===== src/rtl/candidate_bias_adder_if.sv =====
// Stream and bias-memory signals of the candidate bias adder.
// The slave modport is the adder's view; the master modport is its environment.
interface candidate_bias_adder_if #(
    parameter int DATA_WIDTH = 16,
    parameter int ADDR_WIDTH = 7,
    parameter int ACC_WIDTH  = 32
);
    logic                  in_valid;
    logic                  in_ready;
    logic [ACC_WIDTH-1:0]  in_data;
    logic                  bias_read_enable;
    logic [ADDR_WIDTH-1:0] bias_pointer;
    logic [DATA_WIDTH-1:0] bias_data;
    logic                  out_valid;
    logic                  out_ready;
    logic [DATA_WIDTH-1:0] out_data;
    logic [ADDR_WIDTH-1:0] out_index;

    modport slave (
        input  in_valid, in_data, bias_data, out_ready,
        output in_ready, bias_read_enable, bias_pointer, out_valid, out_data, out_index
    );

    modport master (
        output in_valid, in_data, bias_data, out_ready,
        input  in_ready, bias_read_enable, bias_pointer, out_valid, out_data, out_index
    );
endinterface


===== src/rtl/candidate_bias_adder.sv =====
// Adds a per-unit candidate bias to each pre-activation sum and saturates it
// to DATA_WIDTH, walking units 0..NUM_UNITS-1 once per start pulse.
//
// state  | meaning
// IDLE   | waiting for start, busy low
// FETCH  | one-cycle read strobe to bias memory at idx
// LOAD   | bias memory output captured into bias_reg
// ACCEPT | in_ready high, waiting for the pre-activation sum
// EMIT   | out_valid high, holding the result until downstream accepts
module candidate_bias_adder #(
    parameter int DATA_WIDTH = 16,
    parameter int ADDR_WIDTH = 7,
    parameter int ACC_WIDTH  = 32,
    parameter int NUM_UNITS  = 100
) (
    input  logic                   clk,
    input  logic                   rst_n,
    input  logic                   start,
    candidate_bias_adder_if.slave  bus,
    output logic                   busy,
    output logic                   done
);

    typedef enum logic [2:0] {IDLE, FETCH, LOAD, ACCEPT, EMIT} state_t;

    localparam logic [ADDR_WIDTH-1:0] LAST_IDX = ADDR_WIDTH'(NUM_UNITS - 1);
    localparam logic signed [ACC_WIDTH:0] SAT_MAX =
        $signed({{(ACC_WIDTH-DATA_WIDTH+2){1'b0}}, {(DATA_WIDTH-1){1'b1}}});
    localparam logic signed [ACC_WIDTH:0] SAT_MIN = ~SAT_MAX;
    localparam logic [DATA_WIDTH-1:0] OUT_MAX = {1'b0, {(DATA_WIDTH-1){1'b1}}};
    localparam logic [DATA_WIDTH-1:0] OUT_MIN = {1'b1, {(DATA_WIDTH-1){1'b0}}};

    state_t                   state, state_nxt;
    logic [ADDR_WIDTH-1:0]    idx;
    logic signed [DATA_WIDTH-1:0] bias_reg;
    logic [DATA_WIDTH-1:0]    out_data_r;
    logic signed [ACC_WIDTH:0] sum_ext;
    logic [DATA_WIDTH-1:0]    sum_sat;
    logic                     last_unit;
    logic                     in_fire;
    logic                     out_fire;

    assign last_unit = (idx == LAST_IDX);
    assign in_fire   = (state == ACCEPT) && bus.in_valid;
    assign out_fire  = (state == EMIT) && bus.out_ready;

    // One extra bit of headroom so the add itself can never wrap before saturation.
    assign sum_ext = (ACC_WIDTH+1)'($signed(bus.in_data)) + (ACC_WIDTH+1)'(bias_reg);

    always_comb begin
        if (sum_ext > SAT_MAX) begin
            sum_sat = OUT_MAX;
        end else if (sum_ext < SAT_MIN) begin
            sum_sat = OUT_MIN;
        end else begin
            sum_sat = sum_ext[DATA_WIDTH-1:0];
        end
    end

    always_ff @(posedge clk or negedge rst_n) begin
        if (!rst_n) begin
            state <= IDLE;
        end else begin
            state <= state_nxt;
        end
    end

    always_comb begin
        state_nxt            = state;
        busy                 = 1'b1;
        done                 = 1'b0;
        bus.in_ready         = 1'b0;
        bus.bias_read_enable = 1'b0;
        bus.out_valid        = 1'b0;
        case (state)
            IDLE: begin
                busy = 1'b0;
                if (start) state_nxt = FETCH;
            end
            FETCH: begin
                bus.bias_read_enable = 1'b1;
                state_nxt            = LOAD;
            end
            LOAD: begin
                state_nxt = ACCEPT;
            end
            ACCEPT: begin
                bus.in_ready = 1'b1;
                if (bus.in_valid) state_nxt = EMIT;
            end
            EMIT: begin
                bus.out_valid = 1'b1;
                if (bus.out_ready) begin
                    done      = last_unit;
                    state_nxt = last_unit ? IDLE : FETCH;
                end
            end
            default: state_nxt = IDLE;
        endcase
    end

    // idx only moves on the way into FETCH, so it doubles as a stable bias_pointer.
    always_ff @(posedge clk or negedge rst_n) begin
        if (!rst_n) begin
            idx        <= '0;
            bias_reg   <= '0;
            out_data_r <= '0;
        end else begin
            if ((state == IDLE) && start) begin
                idx <= '0;
            end else if (out_fire && !last_unit) begin
                idx <= idx + 1'b1;
            end
            if (state == LOAD) bias_reg <= bus.bias_data;
            if (in_fire) out_data_r <= sum_sat;
        end
    end

    assign bus.bias_pointer = idx;
    assign bus.out_index    = idx;
    assign bus.out_data     = out_data_r;

endmodule


===== src/flat_wrapper.sv =====
// flat-port wrapper written by rule: the top's interface ports become plain ports
module candidate_bias_adder_flat 
#(
    parameter int DATA_WIDTH = 16,
    parameter int ADDR_WIDTH = 7,
    parameter int ACC_WIDTH  = 32,
    parameter int NUM_UNITS  = 100
)
  (clk, rst_n, start, busy, done, bus_in_valid, bus_in_data, bus_bias_data, bus_out_ready, bus_in_ready, bus_bias_read_enable, bus_bias_pointer, bus_out_valid, bus_out_data, bus_out_index);
  candidate_bias_adder_if #(.DATA_WIDTH(DATA_WIDTH), .ADDR_WIDTH(ADDR_WIDTH), .ACC_WIDTH(ACC_WIDTH)) bus_i ();
  input  logic clk;
  input  logic rst_n;
  input  logic start;
  output logic busy;
  output logic done;
  input wire logic [$bits(bus_i.in_valid)-1:0] bus_in_valid;
  input wire logic [$bits(bus_i.in_data)-1:0] bus_in_data;
  input wire logic [$bits(bus_i.bias_data)-1:0] bus_bias_data;
  input wire logic [$bits(bus_i.out_ready)-1:0] bus_out_ready;
  output wire logic [$bits(bus_i.in_ready)-1:0] bus_in_ready;
  output wire logic [$bits(bus_i.bias_read_enable)-1:0] bus_bias_read_enable;
  output wire logic [$bits(bus_i.bias_pointer)-1:0] bus_bias_pointer;
  output wire logic [$bits(bus_i.out_valid)-1:0] bus_out_valid;
  output wire logic [$bits(bus_i.out_data)-1:0] bus_out_data;
  output wire logic [$bits(bus_i.out_index)-1:0] bus_out_index;
  assign bus_i.in_valid = bus_in_valid;
  assign bus_i.in_data = bus_in_data;
  assign bus_i.bias_data = bus_bias_data;
  assign bus_i.out_ready = bus_out_ready;
  assign bus_in_ready = bus_i.in_ready;
  assign bus_bias_read_enable = bus_i.bias_read_enable;
  assign bus_bias_pointer = bus_i.bias_pointer;
  assign bus_out_valid = bus_i.out_valid;
  assign bus_out_data = bus_i.out_data;
  assign bus_out_index = bus_i.out_index;
  candidate_bias_adder #(.DATA_WIDTH(DATA_WIDTH), .ADDR_WIDTH(ADDR_WIDTH), .ACC_WIDTH(ACC_WIDTH), .NUM_UNITS(NUM_UNITS)) u_core (.clk(clk), .rst_n(rst_n), .start(start), .bus(bus_i), .busy(busy), .done(done));
endmodule

===== config.mk =====
export PLATFORM = sky130hd
export DESIGN_NAME = candidate_bias_adder_flat
export DESIGN_NICKNAME = d
export VERILOG_FILES = /design/src/rtl/candidate_bias_adder_if.sv /design/src/rtl/candidate_bias_adder.sv /design/src/flat_wrapper.sv
export SDC_FILE = /design/constraint.sdc
export NUM_CORES = 1
export LEC_CHECK = 0
export BUFFER_PORTS_ARGS = -buffer_cell sky130_fd_sc_hd__buf_2
export CAP_MARGIN = 20
export CORE_UTILIZATION = 53
export CTS_CLUSTER_SIZE = 12
export DETAILED_ROUTE_END_ITERATION = 8
export PLACE_DENSITY = 0.78
export SLEW_MARGIN = 20
export SYNTH_ARGS = -nofsm -noshare
export SYNTH_HDL_FRONTEND = slang
export SYNTH_SLANG_ARGS = --single-unit
export TNS_END_PERCENT = 50

===== constraint.sdc =====
create_clock -name clk -period 9.2 [get_ports clk]
set_input_delay 0.46 -clock clk [delete_from_list [all_inputs] [get_ports clk]]
set_output_delay 0.46 -clock clk [all_outputs]
set_load 0.1 [all_outputs]

==> results of run 1 <==
==> cells by family after synthesis <==
group / share of synthesized area
mux: 0.04337
fa+ha+maj: 0.1049
xor+xnor: 0.04883
buf+inv: 0.05096
simple gates: 0.2175
flops: 0.2548
compound gates: 0.2797
==> routing by layer <==
layer	track usage	up-vias	share of wire
met5	0	-	0
met4	0.08871	0	0.027
met3	0.02961	28	0.052
met2	0.4313	158	0.49
met1	0.3193	1884	0.43
li1	-	1981	-
==> worst min path at each step <==
stage,end,slack (ns),cells after the start,from
2_1_floorplan,u_core.bias_reg[0],0.16,0,rst_n
3_3_place_gp,u_core.bias_reg[9],0.50,1,u_core.bias_reg[9]
3_5_place_dp,u_core.bias_reg[8],0.50,1,u_core.bias_reg[8]
4_1_cts,u_core.bias_reg[1],0.33,1,rst_n
5_1_grt,u_core.bias_reg[1],0.37,1,rst_n
6_report,u_core.bus.out_data[1],0.28,1,rst_n
==> layout by cell type (no fill, tap or decap), types with 12 or more instances in the layout <==
cell type / n
buf_2: 87
nor2_1: 42
dfrtp_1: 42
a21oi_1: 37
nand2_1: 36
ha_1: 33
o21ai_0: 28
nor3_1: 17
a21o_1: 16
mux2_2: 15
inv_1: 14
nand3_1: 13
xor2_1: 12
==> power groups by stage <==
stage | combinational, mW | sequential [mW] | clock, mW
CTS | 1.40 | 0.302 | 0.128
detailed placement | 1.39 | 0.306 | 0
global route | 1.53 | 0.313 | 0.135
floorplan | 1.02 | 0.420 | 0
global placement | 1.37 | 0.303 | 0
finish | 1.41 | 0.302 | 0.124
==> worst max-delay path, stage by stage (launching register included) <==
cell and delay (ns):
dfrtp_1 0.62, ha_1 0.60, and4_1 0.26, nand2_1 0.12, a311o_1 0.36, a2111oi_2 0.56, o21ai_2 0.12, a2111oi_2 0.32
nand4_1 0.15, nand2_2 0.34, o22ai_2 0.15
==> cell usage after synthesis (3+ instances only) <==
master | number | area (um^2)
nand3_1 | 13 | 65.06
o211ai_1 | 6 | 45.04
dfrtp_1 | 42 | 1051
o2111ai_1 | 4 | 35.03
nor2b_1 | 4 | 25.02
nor4_1 | 8 | 50.05
o22ai_2 | 11 | 137.6
nand4_1 | 7 | 43.79
xor2_1 | 12 | 105.1
and2_1 | 5 | 31.28
ha_1 | 33 | 412.9
mux2_2 | 15 | 168.9
a21oi_1 | 37 | 185.2
o21a_1 | 7 | 52.55
o21bai_1 | 3 | 22.52
o22ai_1 | 8 | 50.05
a211oi_1 | 8 | 60.06
clkbuf_1 | 5 | 18.77
buf_4 | 7 | 52.55
or2_2 | 4 | 25.02
nand2b_1 | 3 | 18.77
a21o_1 | 16 | 120.1
nor3_1 | 17 | 85.08
and3_1 | 8 | 50.05
o211ai_2 | 3 | 37.54
inv_1 | 14 | 52.55
or3_1 | 9 | 56.30
xnor2_1 | 11 | 96.34
nand2_1 | 36 | 135.1
buf_2 | 10 | 50.05
nor2_1 | 42 | 157.7
o21ai_0 | 28 | 140.1
o211a_1 | 3 | 30.03
and4_1 | 5 | 43.79
==> final cells by class <==
class                      instances  area (um^2)  share of cell area
multi-input combinational        407         2864              0.6170
sequential                        42         1051              0.2264
timing repair buffer              90        457.9             0.09865
tap                               99        123.9             0.02668
clock buffer                       5        68.82             0.01482
inverter                          14        52.55             0.01132
clock inverter                     3        23.77            0.005121
==> per-stage QoR <==
step                cell area, um^2  hold WS, ns  power, mW  cells
global route                   4642       0.3691      1.975    660
global placement               4549       0.4955      1.668    652
finish                         4642       0.2829      1.836    660
CTS                            4642       0.3259      1.828    660
floorplan                      4125       0.1644      1.443    488
detailed placement             4549       0.5024      1.698    652
==> results.yml, run 1 <==
die:
  start_util: 0.5598
  row_count: 31
  die_h_um: 90.23
  die-area_mm2: 0.008141
  core_mm2: 0.007370
  die_x_um: 90.23
  ios: 88
cts:
  clk_latency_ns: 0.30
  cts-buffers-inserted: 5
  htreeDepth: 2
  clkSlewWorstSetupHoldPaths_ns: 0.09
  cts_buffer_depth: 2
  ctsRootBufferMaster: "clkbuf_8"
  cts-resized-gates: 0
  cts_tree: "yes"
  post_cts_buffers: 0
  cts_sinks: 42
  holdBufCountCts: 0
final_layout:
  syn_to_final_growth_pct: 12.53
  antenna_cells: 0
  drive_above_1_share: 0.2602
  nFillCells: 658
  num-nets-final: 647
  fin_util: 0.6299
synth:
  netlist_instances: 488
  yosysSeqAreaShare: 0.2548
  syn_nets: 575
  synth_edf_count: 0
  synth.cell_area_mm2: 0.004125
  synth-seq-cells: 42
  yosysWarnings: 0
  async_reset_ff_frac: 1.000
  synth-main-ff-cell: "dfrtp_1"
  avgSynthCellArea_um2: 8.453
  synth_cell_types: 68
critical_path:
  r2r-end: "u_core.bus.out_data[11]"
  startpoint: "u_core.bias_reg[15]"
  crit_fanout: 18
  reg2regPathDepth: 10
  crit_type: "register to register"
  cp.required_ns: 9.36
  timing.critical_path.to: "u_core.bus.out_data[11]"
  worstSetupEndpointType: "register"
  startpoint_type: "register"
  ff2ff_setup_slack_ns: 5.45
  reg2reg_from: "u_core.bias_reg[15]"
  cp_data_arrival_time_ns: 3.92
power_and_ir_drop:
  leakage_nw: 2.147
  peakVddDrop_uv: 183.9
  power_switching_mw: 1.030
  p_per_area_mw_per_mm2: 395.6
  p_clk_frac: 0.068
  intPower_mw: 0.8065
  pwr-share-comb: 0.768
  seqPwrFrac: 0.164
  p_sw_frac: 0.5608
run_status:
  status: "completed"
timing:
  rsz0062_at_grt: "no"
  skew_ns: 0.01214
  worst_pin_slew_ns: 0.9297
  clock.fmax_mhz: 266.5
  fin_crit_ns: 3.752
  min_period_over_period: 0.4078
  finalSetupViolCount: 0
  setup_tns_ns: 0
  final_max_slew_viol_count: 0
  maxSlewHeadroom: 0.3802
  layout_setup_ws_ns: 5.448
  report.final.hold_viol_count: 0
global_routing:
  grt_pass1_vias: 3707
  grtUsageTotal: 0.2491
  grt_antenna_before_repair: 0
  grt-ovfl-total: 0
  grt_pass1_wl_mm: 16.90
  grt_max_degree: 43
worst_hold_path:
  min_path_type: "primary input to async pin"
detailed_routing:
  drt-pass1-iter-count: 5
  drc_errors: 0
  routed-via-count: 4051
  finalWirelength_mm: 10.22
  viasPerCell: 6.138
  post_drt_wl_per_cell_um: 15.48
  drtIter0Drc: 272
  ant_nets: 0
place:
  dp_hpwl_mm: 8.131
  io_buffers: 87
  dp_slack_ns: 5.511
  routabilityCongestion: 1.056
flow_run:
  maxCapViolCount: 0
Power figures use the tool's default switching activity.
==> inputs of run 2 (changes only) <==
Settings changed: ABC_AREA set to 1, PLACE_DENSITY 0.78 to 0.77.
Clock period 9.2 ns to 3.9 ns, I/O delays scaled along.
==> run 2 against run 1 <==
First-iteration DRC count is 17% lower. Register-to-register slack got worse by 5.1 ns. Synthesized cell count grew 71%. Sequential cell count unchanged. Clock power grew 130%. Critical path depth increased by 3. Die area grew 16%. Via count grew 26%. Hold slack lost 0.27 ns. Area after synthesis increased by 17%. Non-clock buffer count decreased by 3. Routed wire length is 21% higher.
==> results.yml, run 2 <==
timing:
  skew_ns: 0.01372
  maxSlewHeadroom: 0.3907
  clock.fmax_mhz: 284.3
  fin_crit_ns: 3.518
  finalSetupViolCount: 0
  setup_tns_ns: 0
  report.final.hold_viol_count: 0
  final_max_slew_viol_count: 0
  worst_pin_slew_ns: 0.9139
  rsz0062_at_grt: "no"
  min_period_over_period: 0.9020
  layout_setup_ws_ns: 0.3824
cts:
  clkSlewWorstSetupHoldPaths_ns: 0.09
  holdBufCountCts: 0
  clk_latency_ns: 0.30
  cts-buffers-inserted: 5
  cts_tree: "yes"
  cts-resized-gates: 0
  post_cts_buffers: 0
  cts_buffer_depth: 2
  ctsRootBufferMaster: "clkbuf_8"
  htreeDepth: 2
  cts_sinks: 42
die:
  die_x_um: 97.26
  core_mm2: 0.008763
  die_h_um: 97.26
  start_util: 0.5488
  die-area_mm2: 0.009460
  row_count: 34
  ios: 88
critical_path:
  worstSetupEndpointType: "register"
  cp.required_ns: 4.05
  crit_type: "register to register"
  r2r-end: "u_core.bus.out_data[4]"
  startpoint: "u_core.bias_reg[15]"
  cp_data_arrival_time_ns: 3.67
  crit_fanout: 18
  reg2regPathDepth: 13
  startpoint_type: "register"
  reg2reg_from: "u_core.bias_reg[15]"
  ff2ff_setup_slack_ns: 0.38
detailed_routing:
  drt-pass1-iter-count: 5
  routed-via-count: 5094
  finalWirelength_mm: 12.37
  ant_nets: 0
  post_drt_wl_per_cell_um: 12.08
  drtIter0Drc: 226
  viasPerCell: 4.975
  drc_errors: 0
synth:
  synthSimpleGateAreaFrac: 0.4334
  synth_cell_types: 34
  synth_top_area_share: 0.2653
  synth.most_common_cell: "nand2_1"
  async_reset_ff_frac: 1.000
  synthTopCellsByCount: "340 x nand2_1, 166 x inv_1, 61 x nor2_1, 47 x nand3_1, 42 x dfrtp_1"
  netlist_instances: 833
  synth_edf_count: 0
  synth-main-ff-cell: "dfrtp_1"
  synth_mux_area_frac: 0
  synth_top_cell_by_area: "nand2_1"
  yosysWarnings: 0
  yosys.area_share.xor_xnor: 0.02888
  avgSynthCellArea_um2: 5.774
  synth-seq-cells: 42
  syn_nets: 920
  synth.cell_area_mm2: 0.004810
  synth_top_family_by_area: "simple AND/OR/NAND/NOR gates"
  synthTopCellsByArea: "nand2_1 27%, dfrtp_1 22%, inv_1 13%"
  synth_compound_area_frac: 0.07700
  yosysSeqAreaShare: 0.2185
  synthAdderAreaFrac: 0.09001
worst_hold_path:
  min_path_type: "primary input to async pin"
final_layout:
  antenna_cells: 0
  num-nets-final: 1002
  syn_to_final_growth_pct: 11.89
  layout_common_cells: "340 x nand2_1, 166 x inv_1, 87 x buf_2"
  final_common_cell: "nand2_1"
  nFillCells: 936
  drive_above_1_share: 0.1517
global_routing:
  grt_pass1_vias: 4842
  grt_max_degree: 43
  grtUsageTotal: 0.2758
  grt_pass1_wl_mm: 21.56
  grt_antenna_before_repair: 0
  grt-ovfl-total: 0
power_and_ir_drop:
  p_per_area_mw_per_mm2: 914.5
  leakage_nw: 3.426
  peakVddDrop_uv: 376.8
place:
  dp_hpwl_mm: 10.44
  routabilityCongestion: 1.010
  dp_slack_ns: 0.4952
  io_buffers: 87
run_status:
  status: "completed"
flow_run:
  maxCapViolCount: 0
-- run 2: cell types whose count changed after synthesis, sizes merged, moves of 15 or more --
cell	delta
nand2	+315
inv	+156
o21ai	-20
nand3	+36
nor2	+23
mux2	-15
o22ai	-19
a21o	-16
-- run 2: report_power, final --
group	switching, mW	internal, mW	total (mW)
clock network	0.162	0.127	0.289
logic	2.82	1.07	3.89
registers	0.130	0.608	0.738
-- run 2: cells by family (layout without fill, tap and decap cells) --
group	after synthesis	count (layout)
AO/OA/AOI/OAI	59	59
flip-flops	42	42
XOR/XNOR	15	15
AND/OR/NAND/NOR	500	500
adder cells (fa/ha/maj)	34	34
buffers and inverters	183	266
-- run 2: worst max path at each step --
stage	to	slack (ns)
after floorplan	done	0.14
after global placement	u_core.bus.out_data[5]	0.54
after detailed placement	u_core.bus.out_data[4]	0.50
after CTS	u_core.bus.out_data[4]	0.45
after global routing	u_core.bus.out_data[7]	0.02
final	u_core.bus.out_data[4]	0.38
-- run 2: critical path: stages, from the launching register on --
cell,delay (ns)
dfrtp_1,0.79
ha_1,0.44
a21oi_1,0.28
nand2_1,0.14
a21oi_1,0.31
nand3_1,0.16
nand2_1,0.08
nand2_1,0.06
nor2_1,0.11
nand3_1,0.11
nor2_1,0.16
nand2_1,0.12
a21oi_4,0.46
a21oi_1,0.14
-- run 2: final cells by class --
| type | instances | area (um^2) | area share |
|---|---|---|---|
| multi-input combinational | 608 | 3032 | 0.5634 |
| sequential | 42 | 1051 | 0.1953 |
| inverter | 171 | 641.9 | 0.1193 |
| timing repair buffer | 87 | 435.4 | 0.08091 |
| tap | 108 | 135.1 | 0.02511 |
| clock buffer | 6 | 72.57 | 0.01349 |
| clock inverter | 2 | 13.76 | 0.002558 |
-- run 2: per-layer routing --
metal | global-route usage | up-vias | part of all wire
met2 | 0.4680 | 148 | 0.45
li1 | - | 2684 | -
met3 | 0.03309 | 35 | 0.050
met1 | 0.3603 | 2227 | 0.47
met5 | 0 | - | 0
met4 | 0.1018 | 0 | 0.029
-- run 2: metrics by stage --
stage | utilization | total power, mW | hold slack, ns | cells | area [um^2]
3_5_place_dp | 0.6042 | 4.608 | 0.3912 | 1016 | 5295
6_report | 0.6141 | 4.921 | 0.01159 | 1024 | 5381
5_1_grt | 0.6141 | 5.413 | 0.09472 | 1024 | 5381
3_3_place_gp | 0.6042 | 4.575 | 0.3761 | 1016 | 5295
4_1_cts | 0.6141 | 4.917 | 0.05615 | 1024 | 5381
2_1_floorplan | - | 3.874 | -0.1006 | 833 | 4815
==> inputs of run 3 (changes only) <==
Settings changed: CORE_ASPECT_RATIO set to 1.2.
==> run 3 against run 2 <==
Non-clock buffer count unchanged. Largest cell class unchanged. Critical path type unchanged. Utilization up 0.85 points. Hold slack improved by 0.0027 ns. Sequential cell count stayed put. Combinational power is essentially flat. Register-to-register slack better by 0.13 ns.
==> results.yml, run 3 (synthesized netlist as in run 2, its figures left out) <==
run_status:
  status: "completed"
timing:
  fin_crit_ns: 3.384
  rsz0062_at_grt: "no"
  skew_ns: 0.01349
  worst_pin_slew_ns: 0.9180
  finalSetupViolCount: 0
  final_max_slew_viol_count: 0
  min_period_over_period: 0.8678
  maxSlewHeadroom: 0.3880
  layout_setup_ws_ns: 0.5156
  clock.fmax_mhz: 295.5
  setup_tns_ns: 0
  report.final.hold_viol_count: 0
place:
  dp.cells: 1025
  io_buffers: 87
  dp_slack_ns: 0.5805
  dp_hpwl_mm: 10.38
  routabilityCongestion: 0.9960
  dpl_cell_area_mm2: 0.005306
detailed_routing:
  viasPerCell: 4.898
  drc_errors: 0
  ant_nets: 0
  drtIter0Drc: 183
  finalWirelength_mm: 12.31
  routed-via-count: 5060
  post_drt_wl_per_cell_um: 11.92
  drt-pass1-iter-count: 5
critical_path:
  timing.critical_path.to: "u_core.bus.out_data[8]"
  crit_fanout: 18
  worstSetupEndpointType: "register"
  cp.required_ns: 4.06
  cp_cell_sequence: "ha_1, a21oi_1, nand2_1, a21oi_1, nand3_1, nand2_1, nand2_1, nor2_1, nand3_1, nor2_1, nand2_1, a21oi_4, a21oi_1"
  reg2reg_from: "u_core.bias_reg[15]"
  cp_num_buf_inv: 0
  crit_type: "register to register"
  worst_path_max_delay_cell: "dfrtp_1"
  startpoint: "u_core.bias_reg[15]"
  critical_path_depth: 13
  cp_data_arrival_time_ns: 3.54
  reg2regPathDepth: 13
  critical_path.most_common_cell: "nand2_1"
  path_delay_family: "compound AO/OA/AOI/OAI gates"
  startpoint_type: "register"
  ff2ff_setup_slack_ns: 0.52
  r2r-end: "u_core.bus.out_data[8]"
  slowest_delay_ns: 0.75
die:
  start_util: 0.5526
  core_mm2: 0.008703
  die-area_mm2: 0.009461
  row_count: 37
  die_h_um: 106.4
  die_x_um: 88.96
  ios: 88
global_routing:
  grt_antenna_before_repair: 0
  grt_pass1_wl_mm: 20.47
  grt-ovfl-total: 0
  grtUsageTotal: 0.2765
  grt_max_degree: 43
  grt_pass1_vias: 4712
final_layout:
  final_common_cell: "nand2_1"
  fin_util: 0.6226
  area.sequential_mm2: 0.001051
  syn_to_final_growth_pct: 12.67
  fin_area_mm2: 0.005419
  nFillCells: 901
  num-nets-final: 1002
  instances_no_fill: 1033
  antenna_cells: 0
  layout_common_cells: "340 x nand2_1, 166 x inv_1, 87 x buf_2"
  drive_above_1_share: 0.1528
  multi_input_area_mm2: 0.003032
power_and_ir_drop:
  peakVddDrop_uv: 345.3
  p_per_area_mw_per_mm2: 922.3
  leakage_nw: 3.439
cts:
  post_cts_buffers: 0
  ctsRootBufferMaster: "clkbuf_8"
  cts-resized-gates: 0
  cts_tree: "yes"
  clkSlewWorstSetupHoldPaths_ns: 0.09
  cts_buffer_depth: 2
  cts-buffers-inserted: 5
  htreeDepth: 2
  holdBufCountCts: 0
  clk_latency_ns: 0.31
  cts_sinks: 42
flow_run:
  maxCapViolCount: 0
worst_hold_path:
  min_path_type: "primary input to async pin"
==> run 3: cell count changes in the layout (fill, tap and decap cells not counted), sizes merged <==
cell | before | now
inv | 170 | 171
clkinv | 3 | 2
clkbuf | 6 | 5
bufinv | 0 | 1
==> run 3: routing by layer <==
layer	GRT usage	part of all wire	vias up
met5	0	0	-
met4	0.1293	0.036	0
met3	0.03028	0.034	35
met2	0.4956	0.49	122
met1	0.3217	0.44	2224
li1	-	-	2679
==> run 3: stage by stage <==
stage,hold WS [ns],total power [mW]
3_3_place_gp,0.3808,4.599
6_report,0.01429,4.998
5_1_grt,0.08914,5.476
4_1_cts,0.04583,4.990
2_1_floorplan,-0.1006,3.874
3_5_place_dp,0.3806,4.620
==> run 3: power by group <==
group          switching [mW]  total (mW)  leakage [nW]  internal (mW)
sequential              0.127       0.736         0.497          0.609
combinational            2.84        3.91          2.88           1.07
clock                   0.160       0.352        0.0585          0.192
total                    3.12        5.00          3.44           1.88
==> run 3: worst min-delay path by stage <==
stage / slack (ns) / depth (start not counted) / from / end
5_1_grt: 0.09 / 3 / bus_bias_data[8] / u_core.bias_reg[8]
2_1_floorplan: -0.10 / 0 / rst_n / u_core.bias_reg[0]
6_report: 0.01 / 1 / rst_n / u_core.bus.bias_pointer[1]
3_5_place_dp: 0.38 / 1 / rst_n / u_core.bus.bias_pointer[1]
4_1_cts: 0.05 / 1 / rst_n / u_core.bus.bias_pointer[1]
3_3_place_gp: 0.38 / 1 / rst_n / u_core.bus.bias_pointer[1]
==> run 3: cell type report <==
cell class / count / area share
timing repair buffer: 87 / 0.08035
tap: 117 / 0.02701
multi-input combinational: 608 / 0.5595
inverter: 171 / 0.1184
clock inverter: 3 / 0.008081
sequential: 42 / 0.1940
clock buffer: 5 / 0.01270
==> run 3: worst reg2reg max path, stage by stage, from the launching register on <==
cell     delay (ns)
dfrtp_1        0.75
ha_1           0.43
a21oi_1        0.26
nand2_1        0.14
a21oi_1        0.36
nand3_1        0.16
nand2_1        0.08
nand2_1        0.04
nor2_1         0.09
nand3_1        0.08
nor2_1         0.14
nand2_1        0.11
a21oi_4        0.45
a21oi_1        0.13
